==> src/rtl/fifo_pkg.sv <==
// Shared FIFO package: default word width and ring depth used by both the
// put-side cell array and the get-side controller, plus the counter width.
package fifo_pkg;

    localparam int N_BITS_DEF  = 32;   // width of one data word
    localparam int N_CELLS_DEF = 4;    // cells in the FIFO ring (legal 2..16)
    localparam int COUNT_W     = 16;   // width of the dequeue counter

endpackage : fifo_pkg

==> src/rtl/onehot_mux.sv <==
// One-hot word selector.
// Ports:
//   i_sel   - one-hot select, bit i picks word i
//   i_data  - concatenated input words, word i at [i*W +: W]
//   o_word  - selected word (all zeros when i_sel is zero)
module onehot_mux #(
    parameter int N_IN = 4,
    parameter int W    = 32
) (
    input  logic [N_IN-1:0]   i_sel,
    input  logic [N_IN*W-1:0] i_data,
    output logic [W-1:0]      o_word
);

    logic [W-1:0] w_word;

    // AND-OR structure: no priority chain, relies on the select being one-hot.
    always_comb begin
        w_word = '0;
        for (int i = 0; i < N_IN; i++) begin
            if (i_sel[i]) begin
                w_word = w_word | i_data[i*W +: W];
            end
        end
    end

    assign o_word = w_word;

endmodule : onehot_mux

==> src/rtl/fifo_get_ctrl.sv <==
// Get-side controller of a ring FIFO. A one-hot token walks the cell ring;
// a request is accepted when the token cell is full, the cell is cleared in
// the same cycle and its word appears registered on data_get one cycle later.
// Ports:
//   clk, reset   - clock, synchronous active-high reset
//   req_get      - consumer dequeue request
//   cell_full    - per-cell full flags from the cell array
//   cell_data    - concatenated cell words, cell i at [i*N_BITS +: N_BITS]
//   en_get       - dequeue accepted this cycle (combinational)
//   cell_clear   - one-hot clear strobe to the cell being read (combinational)
//   empty        - token cell holds no data (combinational)
//   data_get     - registered dequeued word
//   valid_get    - one-cycle pulse marking a fresh data_get
//   get_count    - running count of accepted dequeues (wraps)
module fifo_get_ctrl
    import fifo_pkg::*;
#(
    parameter int N_BITS  = N_BITS_DEF,
    parameter int N_CELLS = N_CELLS_DEF
) (
    input  logic                      clk,
    input  logic                      reset,
    input  logic                      req_get,
    input  logic [N_CELLS-1:0]        cell_full,
    input  logic [N_CELLS*N_BITS-1:0] cell_data,
    output logic                      en_get,
    output logic [N_CELLS-1:0]        cell_clear,
    output logic                      empty,
    output logic [N_BITS-1:0]         data_get,
    output logic                      valid_get,
    output logic [COUNT_W-1:0]        get_count
);

    localparam logic [N_CELLS-1:0] TOKEN_INIT = N_CELLS'(1);

    logic [N_CELLS-1:0] r_token;
    logic [N_BITS-1:0]  r_data;
    logic               r_valid;
    logic [COUNT_W-1:0] r_count;

    logic               w_empty;
    logic               w_en_get;
    logic [N_CELLS-1:0] w_token_next;
    logic [N_BITS-1:0]  w_word;

    // Flags are used straight from the cell array so a cell filling in the
    // same cycle as the request is honoured; only the token cell matters.
    assign w_empty      = ~|(cell_full & r_token);
    assign w_en_get     = req_get & ~w_empty & ~reset;
    assign w_token_next = {r_token[N_CELLS-2:0], r_token[N_CELLS-1]};

    onehot_mux #(
        .N_IN (N_CELLS),
        .W    (N_BITS)
    ) u_word_mux (
        .i_sel  (r_token),
        .i_data (cell_data),
        .o_word (w_word)
    );

    always_ff @(posedge clk) begin
        if (reset) begin
            r_token <= TOKEN_INIT;
            r_data  <= '0;
            r_valid <= 1'b0;
            r_count <= '0;
        end else if (w_en_get) begin
            r_token <= w_token_next;
            r_data  <= w_word;
            r_valid <= 1'b1;
            r_count <= r_count + COUNT_W'(1);
        end else begin
            r_valid <= 1'b0;
        end
    end

    assign empty      = w_empty;
    assign en_get     = w_en_get;
    assign cell_clear = w_en_get ? r_token : '0;
    assign data_get   = r_data;
    assign valid_get  = r_valid;
    assign get_count  = r_count;

endmodule : fifo_get_ctrl

==> config.mk <==
export PLATFORM = sky130hd
export DESIGN_NAME = fifo_get_ctrl
export DESIGN_NICKNAME = d
export VERILOG_FILES = /design/src/rtl/fifo_pkg.sv /design/src/rtl/onehot_mux.sv /design/src/rtl/fifo_get_ctrl.sv
export SDC_FILE = /design/constraint.sdc
export NUM_CORES = 1
export LEC_CHECK = 0
export ABC_CLOCK_PERIOD_IN_PS = 2500
export CAP_MARGIN = 20
export CORE_ASPECT_RATIO = 1.25
export CORE_UTILIZATION = 30
export DETAILED_ROUTE_END_ITERATION = 16
export DONT_BUFFER_PORTS = 1
export HOLD_SLACK_MARGIN = 0.03
export MAX_ROUTING_LAYER = met4
export SYNTH_ARGS = -nofsm -noshare
export SYNTH_HDL_FRONTEND = slang
export SYNTH_SLANG_ARGS = --single-unit
==> constraint.sdc <==
create_clock -name clk -period 2.5 [get_ports clk]
set_input_delay 0.5 -clock clk [delete_from_list [all_inputs] [get_ports clk]]
set_output_delay 0.5 -clock clk [all_outputs]
set_load 0.02 [all_outputs]
After elaboration in Yosys (flattened, before gate mapping)
Cells that the tools add are included.
{"block": "totals", "regBits": 53, "inputBits": 135}
{"block": "op_classes", "addsub": 1, "n_mux": 6, "bitwise": 7, "reduce_logical": 2}
{"operator": "two-way mux 32 bit", "count": 4}
{"operator": "bitwise OR 32 bit", "count": 3}
{"operator": "adder 16 x 1 -> 16 bit (second input constant)", "count": 1}
{"operator": "bitwise AND 4 bit", "count": 1}
{"operator": "two-way mux 4 bit", "count": 1}
{"operator": "OR reduction 4 bit", "count": 1}
{"operator": "bitwise AND 1 bit", "count": 2}
{"operator": "logical NOT 1 bit", "count": 1}
{"operator": "two-way mux 1 bit", "count": 1}
{"operator": "inverter 1 bit", "count": 1}

Depth between registers and ports, before layout
Gate-level depths: netlist (run 1).
{"block": "logic_depth", "depth_word": 7, "mapped_depth": 7, "depth_no_buf": 5}

Hierarchy
From an unflattened synthesis (run 1), not the netlist that was laid out.
{"block": "unflattened", "hier_cells": 362, "hier_area_um2": 2776.4}
{"mod": "fifo_get_ctrl", "instances": 1, "cells_per_inst": 254, "area_each_um2": 2078.2}
{"mod": "onehot_mux", "instances": 1, "cells_per_inst": 108, "area_each_um2": 698.2}

Least setup slack after synthesis (run 1)
Ideal clock, no wire load.
{"block": "synth_path", "kind": "in2out", "startpoint": "input cell_full[1]", "endpoint": "output cell_clear[0]", "arrival_ns": 1.419, "required_time_ns": 2.000, "slack_ns": 0.581, "stages": 5, "path_buffers": 2, "path_cell_list": "a22oi_4 -> a21oi_4 -> buf_6 -> buf_6 -> and2_1"}
{"block": "synth_via", "elab_chain_len": 5}
{"item": "start, declared", "line": "fifo_get_ctrl.sv:24", "source": "input logic [N_CELLS-1:0] cell_full,"}
{"item": "bitwise AND 4 bit", "line": "fifo_get_ctrl.sv:48", "source": "assign w_empty = ~|(cell_full & r_token);"}
{"item": "OR reduction 4 bit", "line": "fifo_get_ctrl.sv:48"}
{"item": "bitwise AND 1 bit (2 in a row)", "line": "fifo_get_ctrl.sv:49", "source": "assign w_en_get = req_get & ~w_empty & ~reset;"}
{"item": "via en_get", "line": "fifo_get_ctrl.sv:26", "source": "output logic en_get,"}
{"item": "two-way mux 4 bit", "line": "fifo_get_ctrl.sv:79", "source": "assign cell_clear = w_en_get ? r_token : '0;"}
{"item": "end, declared", "line": "fifo_get_ctrl.sv:27", "source": "output logic [N_CELLS-1:0] cell_clear,"}
The timed path passes the listed nets, and every way through them passes these cells.

Final worst setup path (run 1)
{"block": "layout_path", "startpoint": "register r_token[1]", "endpoint": "output cell_clear[1]"}
{"block": "layout_via", "elab_chain_len": 5}
{"item": "start, declared", "line": "fifo_get_ctrl.sv:36", "source": "logic [N_CELLS-1:0] r_token;"}
{"item": "start signal, assigned", "line": "fifo_get_ctrl.sv:68", "source": "r_token <= w_token_next;"}
{"item": "bitwise AND 4 bit", "line": "fifo_get_ctrl.sv:48"}
{"item": "OR reduction 4 bit", "line": "fifo_get_ctrl.sv:48"}
{"item": "bitwise AND 1 bit (2 in a row)", "line": "fifo_get_ctrl.sv:49"}
{"item": "via en_get", "line": "fifo_get_ctrl.sv:26"}
{"item": "two-way mux 4 bit", "line": "fifo_get_ctrl.sv:79"}
The timed path passes the listed nets, and every way through them passes these cells.

==> results of run 1 <==
-- logic make-up after synthesis --
family / after synthesis
xor+xnor: 5
fa+ha+maj: 1
simple gates: 78
flops: 53
compound gates: 120
mux: 6
buf+inv: 38
-- per-layer routing --
layer,vias to the layer above,wire (um),part of all wire
met5,-,0,0
met4,0,100,0.013
met3,9,705,0.093
met2,127,3955,0.52
met1,1138,2859,0.38
li1,1129,-,-
-- power breakdown --
| group | total (mW) | switching [mW] | internal (mW) |
|---|---|---|---|
| logic | 0.197 | 0.109 | 0.0882 |
| clock network | 0.815 | 0.315 | 0.500 |
| registers | 0.944 | 0.0654 | 0.878 |
| total | 1.96 | 0.490 | 1.47 |
-- how the worst max path moves through the flow --
stage	depth (start not counted)	endpoint	startpoint
floorplan	5	cell_clear[0]	cell_full[1]
global placement	5	r_token[0]$_SDFFE_PP1N_	reset
detailed placement	5	r_token[0]$_SDFFE_PP1N_	reset
CTS	3	cell_clear[1]	r_token[1]$_SDFFE_PP0N_
global route	3	cell_clear[1]	r_token[1]$_SDFFE_PP0N_
finish	3	cell_clear[1]	r_token[1]$_SDFFE_PP0N_
-- flip-flops by register name (all words and copies together), names as in the netlist --
register	count
r_token	4
data_get	32
valid_get	1
get_count	16
-- Yosys cell counts (all sizes together) --
library cell / count
a22oi: 66
dfxtp: 53
nor2: 43
a311oi: 32
clkbuf: 16
buf: 14
a21oi: 11
nand3: 10
inv: 8
a21o: 6
and2: 5
mux2i: 5
xnor2: 5
nand2b: 4
nand4: 4
nor3: 4
nand2: 3
a211oi: 2
nor2b: 2
a2111oi: 1
a31o: 1
ha: 1
mux2: 1
nand3b: 1
nand4b: 1
o21ai: 1
or3: 1
-- final cells by class --
cell class / count / area, sq um / share of cell area
Timing Repair Buffer: 8 / 72.57 / 0.02294
Inverter: 8 / 30.03 / 0.009494
Clock buffer: 6 / 138.9 / 0.04391
Multi-Input combinational cell: 210 / 1665 / 0.5265
Sequential cell: 53 / 1061 / 0.3354
Clock inverter: 2 / 37.54 / 0.01187
Tap cell: 126 / 157.7 / 0.04984
-- worst max-delay path: stages (launching register included) --
cell	delay (ps)
sky130_fd_sc_hd__dfxtp_1	380
sky130_fd_sc_hd__a22oi_4	140
sky130_fd_sc_hd__a21oi_4	460
sky130_fd_sc_hd__and2_1	320
-- stage by stage --
step / setup WS, ps / cells / util
finish: 401.8 / 413 / 0.3309
global placement: 561.5 / 405 / 0.3124
detailed placement: 557.5 / 405 / 0.3124
CTS: 386.4 / 413 / 0.3309
floorplan: 581.2 / 301 / -
global route: 313.9 / 413 / 0.3309
==> flow_summary.rst, run 1 <==
.. list-table::
   :header-rows: 1

   * - Metric
     - Value
   * - DIE AREA
     - 10210 sq um
   * - Hold Path End
     - get_count[5]$_SDFFE_PP0N_
   * - DR DRC count
     - 0
   * - Reg-to-reg critical path endpoint
     - get_count[15]$_SDFFE_PP0N_
   * - Number of CTS-inserted buffers
     - 5
   * - Final setup violation count
     - 0
   * - Fill cell total of the finished layout
     - 982
   * - Clk sink count
     - 53
   * - Number of I/O pins
     - 190
   * - Post-cts hold buffer count
     - 0
   * - Tightest hold margin
     - 272.8 ps
   * - Total power draw
     - 1.957 mW
   * - Parity-gate share of the synthesized area counting xor and xnor cells
     - 0.01488
   * - Grt ovf
     - 0
   * - Area growth syn-to-layout
     - 7.483%
   * - Vias in the first global route
     - 2403
   * - Critical R2R Launch
     - get_count[3]$_SDFFE_PP0N_
   * - Classification of the worst setup path
     - flop to output pin
   * - Peak supply drop
     - 281.1 uV
   * - Multiplexer share of the synthesized area
     - 0.02211
   * - Maximum buffer depth of the clock tree
     - 2
   * - Post-synthesis share of cell area spent on full adders, half adders and majority gates
     - 0.004252
   * - Wire length reported by the detailed router
     - 7620 um
   * - Number of synthesis warnings
     - 0
   * - CTS H-tree lvls
     - 2
   * - Number of pins exceeding their max-slew limit in the final report
     - 0
   * - Max-Cap Viols
     - 0
   * - Detail-routed via count per cell
     - 5.818
   * - Post-synth top area share
     - 0.3605
   * - Depth of the worst register-to-register path
     - 4
   * - GRT met3 Usage
     - 0.04301
   * - Post-detailed-placement half-perimeter wirelength
     - 5333 um
   * - Critical path data arrival time
     - 1600 ps
   * - Dominant combinational cell family by area after synthesis
     - compound AO/OA/AOI/OAI gates
   * - Post-Synthesis Cell Area
     - 2943 sq um
   * - Non-Filler Cell Area, Final
     - 3163 sq um
   * - Count of different cell masters after synthesis
     - 35
   * - GRT Total Usage
     - 0.1518
   * - Class of the tightest hold or removal check
     - input port to flop
   * - Die Ht
     - 112.7 um
   * - Capturing element type of the critical path
     - output pin
   * - Post-synthesis sequential element count
     - 53
   * - Final hold violations
     - 0
   * - Maximum number of pins on one net before global-route repair
     - 57
   * - Synthesized instance count
     - 301
   * - Compound-gate portion of the synthesized area
     - 0.3963
   * - Ranking of synthesized cells by area
     - sky130_fd_sc_hd__dfxtp_1, sky130_fd_sc_hd__a22oi_1, sky130_fd_sc_hd__a311oi_2
   * - First-pass GRT wire length
     - 11940 um
   * - Biggest area consumer among synthesized cells
     - sky130_fd_sc_hd__dfxtp_1
   * - Source-to-sink clock delay at the later pin of the worst-skew pair
     - 290 ps
   * - Max Clk Rate
     - 476.6 MHz
   * - Global placement routability congestion
     - 0.7417
   * - Wirelength per Cell
     - 18.45 um
   * - Core Footprint
     - 9559 sq um
   * - Post-route clock period utilization
     - 0.8393
   * - Clock root cell
     - sky130_fd_sc_hd__clkbuf_16
   * - Most common cell after layout, fill and taps aside
     - sky130_fd_sc_hd__a22oi_1
   * - Number of antenna violations at the first check in global routing
     - 0
   * - Clk slew on worst S/H paths
     - 70 ps
   * - Slew of the pin with the lowest slew margin
     - 499.7 ps
   * - Initial Util
     - 0.3079
   * - Global routing's busiest layer
     - met2
   * - Clock tree from TritonCTS
     - done
   * - Commonest cells after routing, fill and taps aside
     - sky130_fd_sc_hd__a22oi_1, sky130_fd_sc_hd__dfxtp_1, sky130_fd_sc_hd__nor2_1
   * - Total number of vias
     - 2403
   * - Type of element launching the critical path
     - flop
   * - Reg2Reg Setup Slack
     - 730 ps
   * - Number of inserted diodes
     - 0
   * - Die width
     - 90.59 um
   * - Final setup TNS
     - 0 ps
   * - Number of nets produced by synthesis
     - 437
   * - Number of buffers inserted by post-CTS setup repair
     - 0
   * - Reported leakage power
     - 0.9340 nW
   * - Unrepaired setup endpoints after global routing
     - false
   * - Number of instances on the worst hold path
     - 1
   * - Worst EP required
     - 2000 ps
   * - Count of nets left with antenna violations after detail routing
     - 0
   * - Power per Cell Area
     - 618.7 nW/um^2
   * - M1 GR Usage
     - 0.1591
   * - CP Max Fanout
     - 11
   * - Maximum clock skew at final layout
     - 5.092 ps
   * - Met2 global-route usage
     - 0.2702
   * - Mean post-synth cell area
     - 9.777 sq um
   * - Port Buffers
     - 0
   * - Basic-gate share of the synthesized area counting and, or, nand and nor cells
     - 0.1284
   * - Min Tclk post-route
     - 2098 ps
   * - Hold wc startpoint
     - reset
   * - Status
     - completed
   * - Number of iterations in the first detailed-routing pass
     - 4
   * - Net count reported at finish
     - 422
   * - # resized after CTS
     - 0
   * - Remaining max-slew budget at the tightest pin
     - 0.6662
   * - Fraction of layout cells with a size suffix above 1
     - 0.2091
   * - Post-Place Cell Area
     - 2987 sq um
   * - Row cnt
     - 40
   * - 1st-iter DRT viols
     - 103
   * - Sequential cell area fraction in the yosys report
     - 0.3605
No activity file was read; power rests on OpenSTA's default activity.
==> inputs of run 2 (changes only) <==
- ABC_CLOCK_PERIOD_IN_PS: 2500 -> 2100
- clock period: 2.5 -> 2.1 ns (I/O delays scaled with it)
==> run 2 against run 1 <==
Clock power is 11% higher. Cell count is 1.5% higher. Combinational power grew 19%. Clock-buffer cell count decreased by 1. Global-route usage about the same. Non-clock buffer count grew 7. Power increased by 16%. Sequential share of layout area down 0.38 points. Core utilization rose by 0.38 points. Critical path depth stayed put. Clock skew grew 0.57 ps. Die area unchanged. Critical endpoint is now en_get. Largest cell class unchanged.
==> flow_summary.rst, run 2 (synthesized netlist as in run 1, its figures left out) <==
.. list-table::
   :header-rows: 1

   * - Metric
     - Value
   * - Maximum buffer depth of the clock tree
     - 2
   * - Wire length reported by the detailed router
     - 7693 um
   * - Flip-flop count of the largest register, all copies and words added
     - 32
   * - GRT Total Usage
     - 0.1514
   * - Final setup violation count
     - 0
   * - Slew of the pin with the lowest slew margin
     - 461.8 ps
   * - CP Max Fanout
     - 18
   * - Port Buffers
     - 0
   * - Post-cts hold buffer count
     - 0
   * - Number of buffers inserted by post-CTS setup repair
     - 0
   * - Capturing element type of the critical path
     - output pin
   * - Detail-routed via count per cell
     - 5.792
   * - Die width
     - 90.59 um
   * - Clk slew on worst S/H paths
     - 60 ps
   * - Total number of vias
     - 2427
   * - Grt ovf
     - 0
   * - Wirelength per Cell
     - 18.36 um
   * - Final hold violations
     - 0
   * - Area growth syn-to-layout
     - 8.716%
   * - Post-Place Cell Area
     - 3039 sq um
   * - Class of the tightest hold or removal check
     - input port to flop
   * - Number of CTS-inserted buffers
     - 5
   * - Fraction of layout cells with a size suffix above 1
     - 0.2253
   * - Worst slack after detailed placement
     - 414.8 ps
   * - Max Clk Rate
     - 537.1 MHz
   * - Number of pins exceeding their max-slew limit in the final report
     - 0
   * - Unrepaired setup endpoints after global routing
     - false
   * - Reported leakage power
     - 0.9688 nW
   * - Vias in the first global route
     - 2352
   * - Count of nets left with antenna violations after detail routing
     - 0
   * - Type of element launching the critical path
     - flop
   * - DIE AREA
     - 10210 sq um
   * - Die Ht
     - 112.7 um
   * - Fraction of the core area covered by cells at the end of the flow
     - 0.3347
   * - Final setup TNS
     - 0 ps
   * - Status
     - completed
   * - Worst EP required
     - 1680 ps
   * - DR DRC count
     - 0
   * - Min Tclk post-route
     - 1862 ps
   * - Post-route worst setup slack
     - 238.0 ps
   * - Remaining max-slew budget at the tightest pin
     - 0.6922
   * - Power per Cell Area
     - 707.5 nW/um^2
   * - Clk sink count
     - 53
   * - Row cnt
     - 40
   * - Clock root cell
     - sky130_fd_sc_hd__clkbuf_16
   * - Number of iterations in the first detailed-routing pass
     - 4
   * - Core Footprint
     - 9559 sq um
   * - Most common cell after layout, fill and taps aside
     - sky130_fd_sc_hd__a22oi_1
   * - 1st-iter DRT viols
     - 95
   * - Global placement routability congestion
     - 0.7426
   * - Maximum clock skew at final layout
     - 5.666 ps
   * - Maximum number of pins on one net before global-route repair
     - 57
   * - Number of antenna violations at the first check in global routing
     - 0
   * - First-pass GRT wire length
     - 11810 um
   * - Net count reported at finish
     - 429
   * - CTS H-tree lvls
     - 2
   * - Number of I/O pins
     - 190
   * - Number of inserted diodes
     - 0
   * - Post-detailed-placement half-perimeter wirelength
     - 5522 um
   * - Post-route clock period utilization
     - 0.8867
   * - Peak supply drop
     - 283.8 uV
   * - Max-Cap Viols
     - 0
   * - Classification of the worst setup path
     - flop to output pin
   * - Commonest cells after routing, fill and taps aside
     - sky130_fd_sc_hd__a22oi_1, sky130_fd_sc_hd__dfxtp_1, sky130_fd_sc_hd__nor2_1
   * - Source-to-sink clock delay at the later pin of the worst-skew pair
     - 290 ps
   * - Initial Util
     - 0.3079
   * - Reg2Reg Setup Slack
     - 470 ps
   * - Critical path data arrival time
     - 1440 ps
   * - # resized after CTS
     - 0
   * - Non-Filler Cell Area, Final
     - 3199 sq um
   * - Clock tree from TritonCTS
     - done
==> run 2: changes by cell type in the layout (fill, tap and decap cells not counted), sizes merged <==
cell,previous run,this run
buf,8,15
clkbuf,6,5
clkinv,0,1
clkinvlp,1,0
==> run 2: power breakdown <==
part / internal [mW] / switching, mW / total (mW)
Clock: 0.554 / 0.352 / 0.905
Combinational: 0.105 / 0.129 / 0.234
Sequential: 1.05 / 0.0779 / 1.12
==> run 2: final timing paths <==
| check | from | end | depth (start not counted) |
|---|---|---|---|
| worst max-delay path | r_token[1]$_SDFFE_PP0N_ | en_get | 3 |
| worst min-delay path | reset | get_count[5]$_SDFFE_PP0N_ | 1 |
| worst max register to register | r_token[1]$_SDFFE_PP0N_ | data_get[27]$_SDFFE_PP0N_ | 5 |
| worst min register to register | data_get[18]$_SDFFE_PP0N_ | data_get[18]$_SDFFE_PP0N_ | 2 |
==> run 2: layout make-up <==
class	instances	area, sq um
inverter	8	30.03
timing repair buffer	15	125.1
clock inverter	2	35.03
clock buffer	5	125.1
fill	958	6360
sequential	53	1061
multi-input combinational	210	1665
tap	126	157.7
==> run 2: per-stage QoR <==
step           cells  total power, mW  hold WS [ps]
4_1_cts          419            2.306         185.1
3_3_place_gp     412            1.377         497.9
5_1_grt          419            2.381         187.0
6_report         419            2.264         204.6
3_5_place_dp     412            1.385         496.4
2_1_floorplan    301            1.372         561.7
==> run 2: critical path, stage by stage (launching register included) <==
cell                      delay (ps)
sky130_fd_sc_hd__dfxtp_1         390
sky130_fd_sc_hd__a22oi_4         150
sky130_fd_sc_hd__a21oi_4         280
sky130_fd_sc_hd__buf_4           330
==> run 2: routing by layer <==
layer  vias to the layer above  share of wire  track usage
li1                       1143              -            -
met1                      1147           0.37       0.1622
met2                       128           0.52       0.2652
met3                         9          0.088      0.04167
met4                         0          0.016      0.05699
met5                         -              0            -
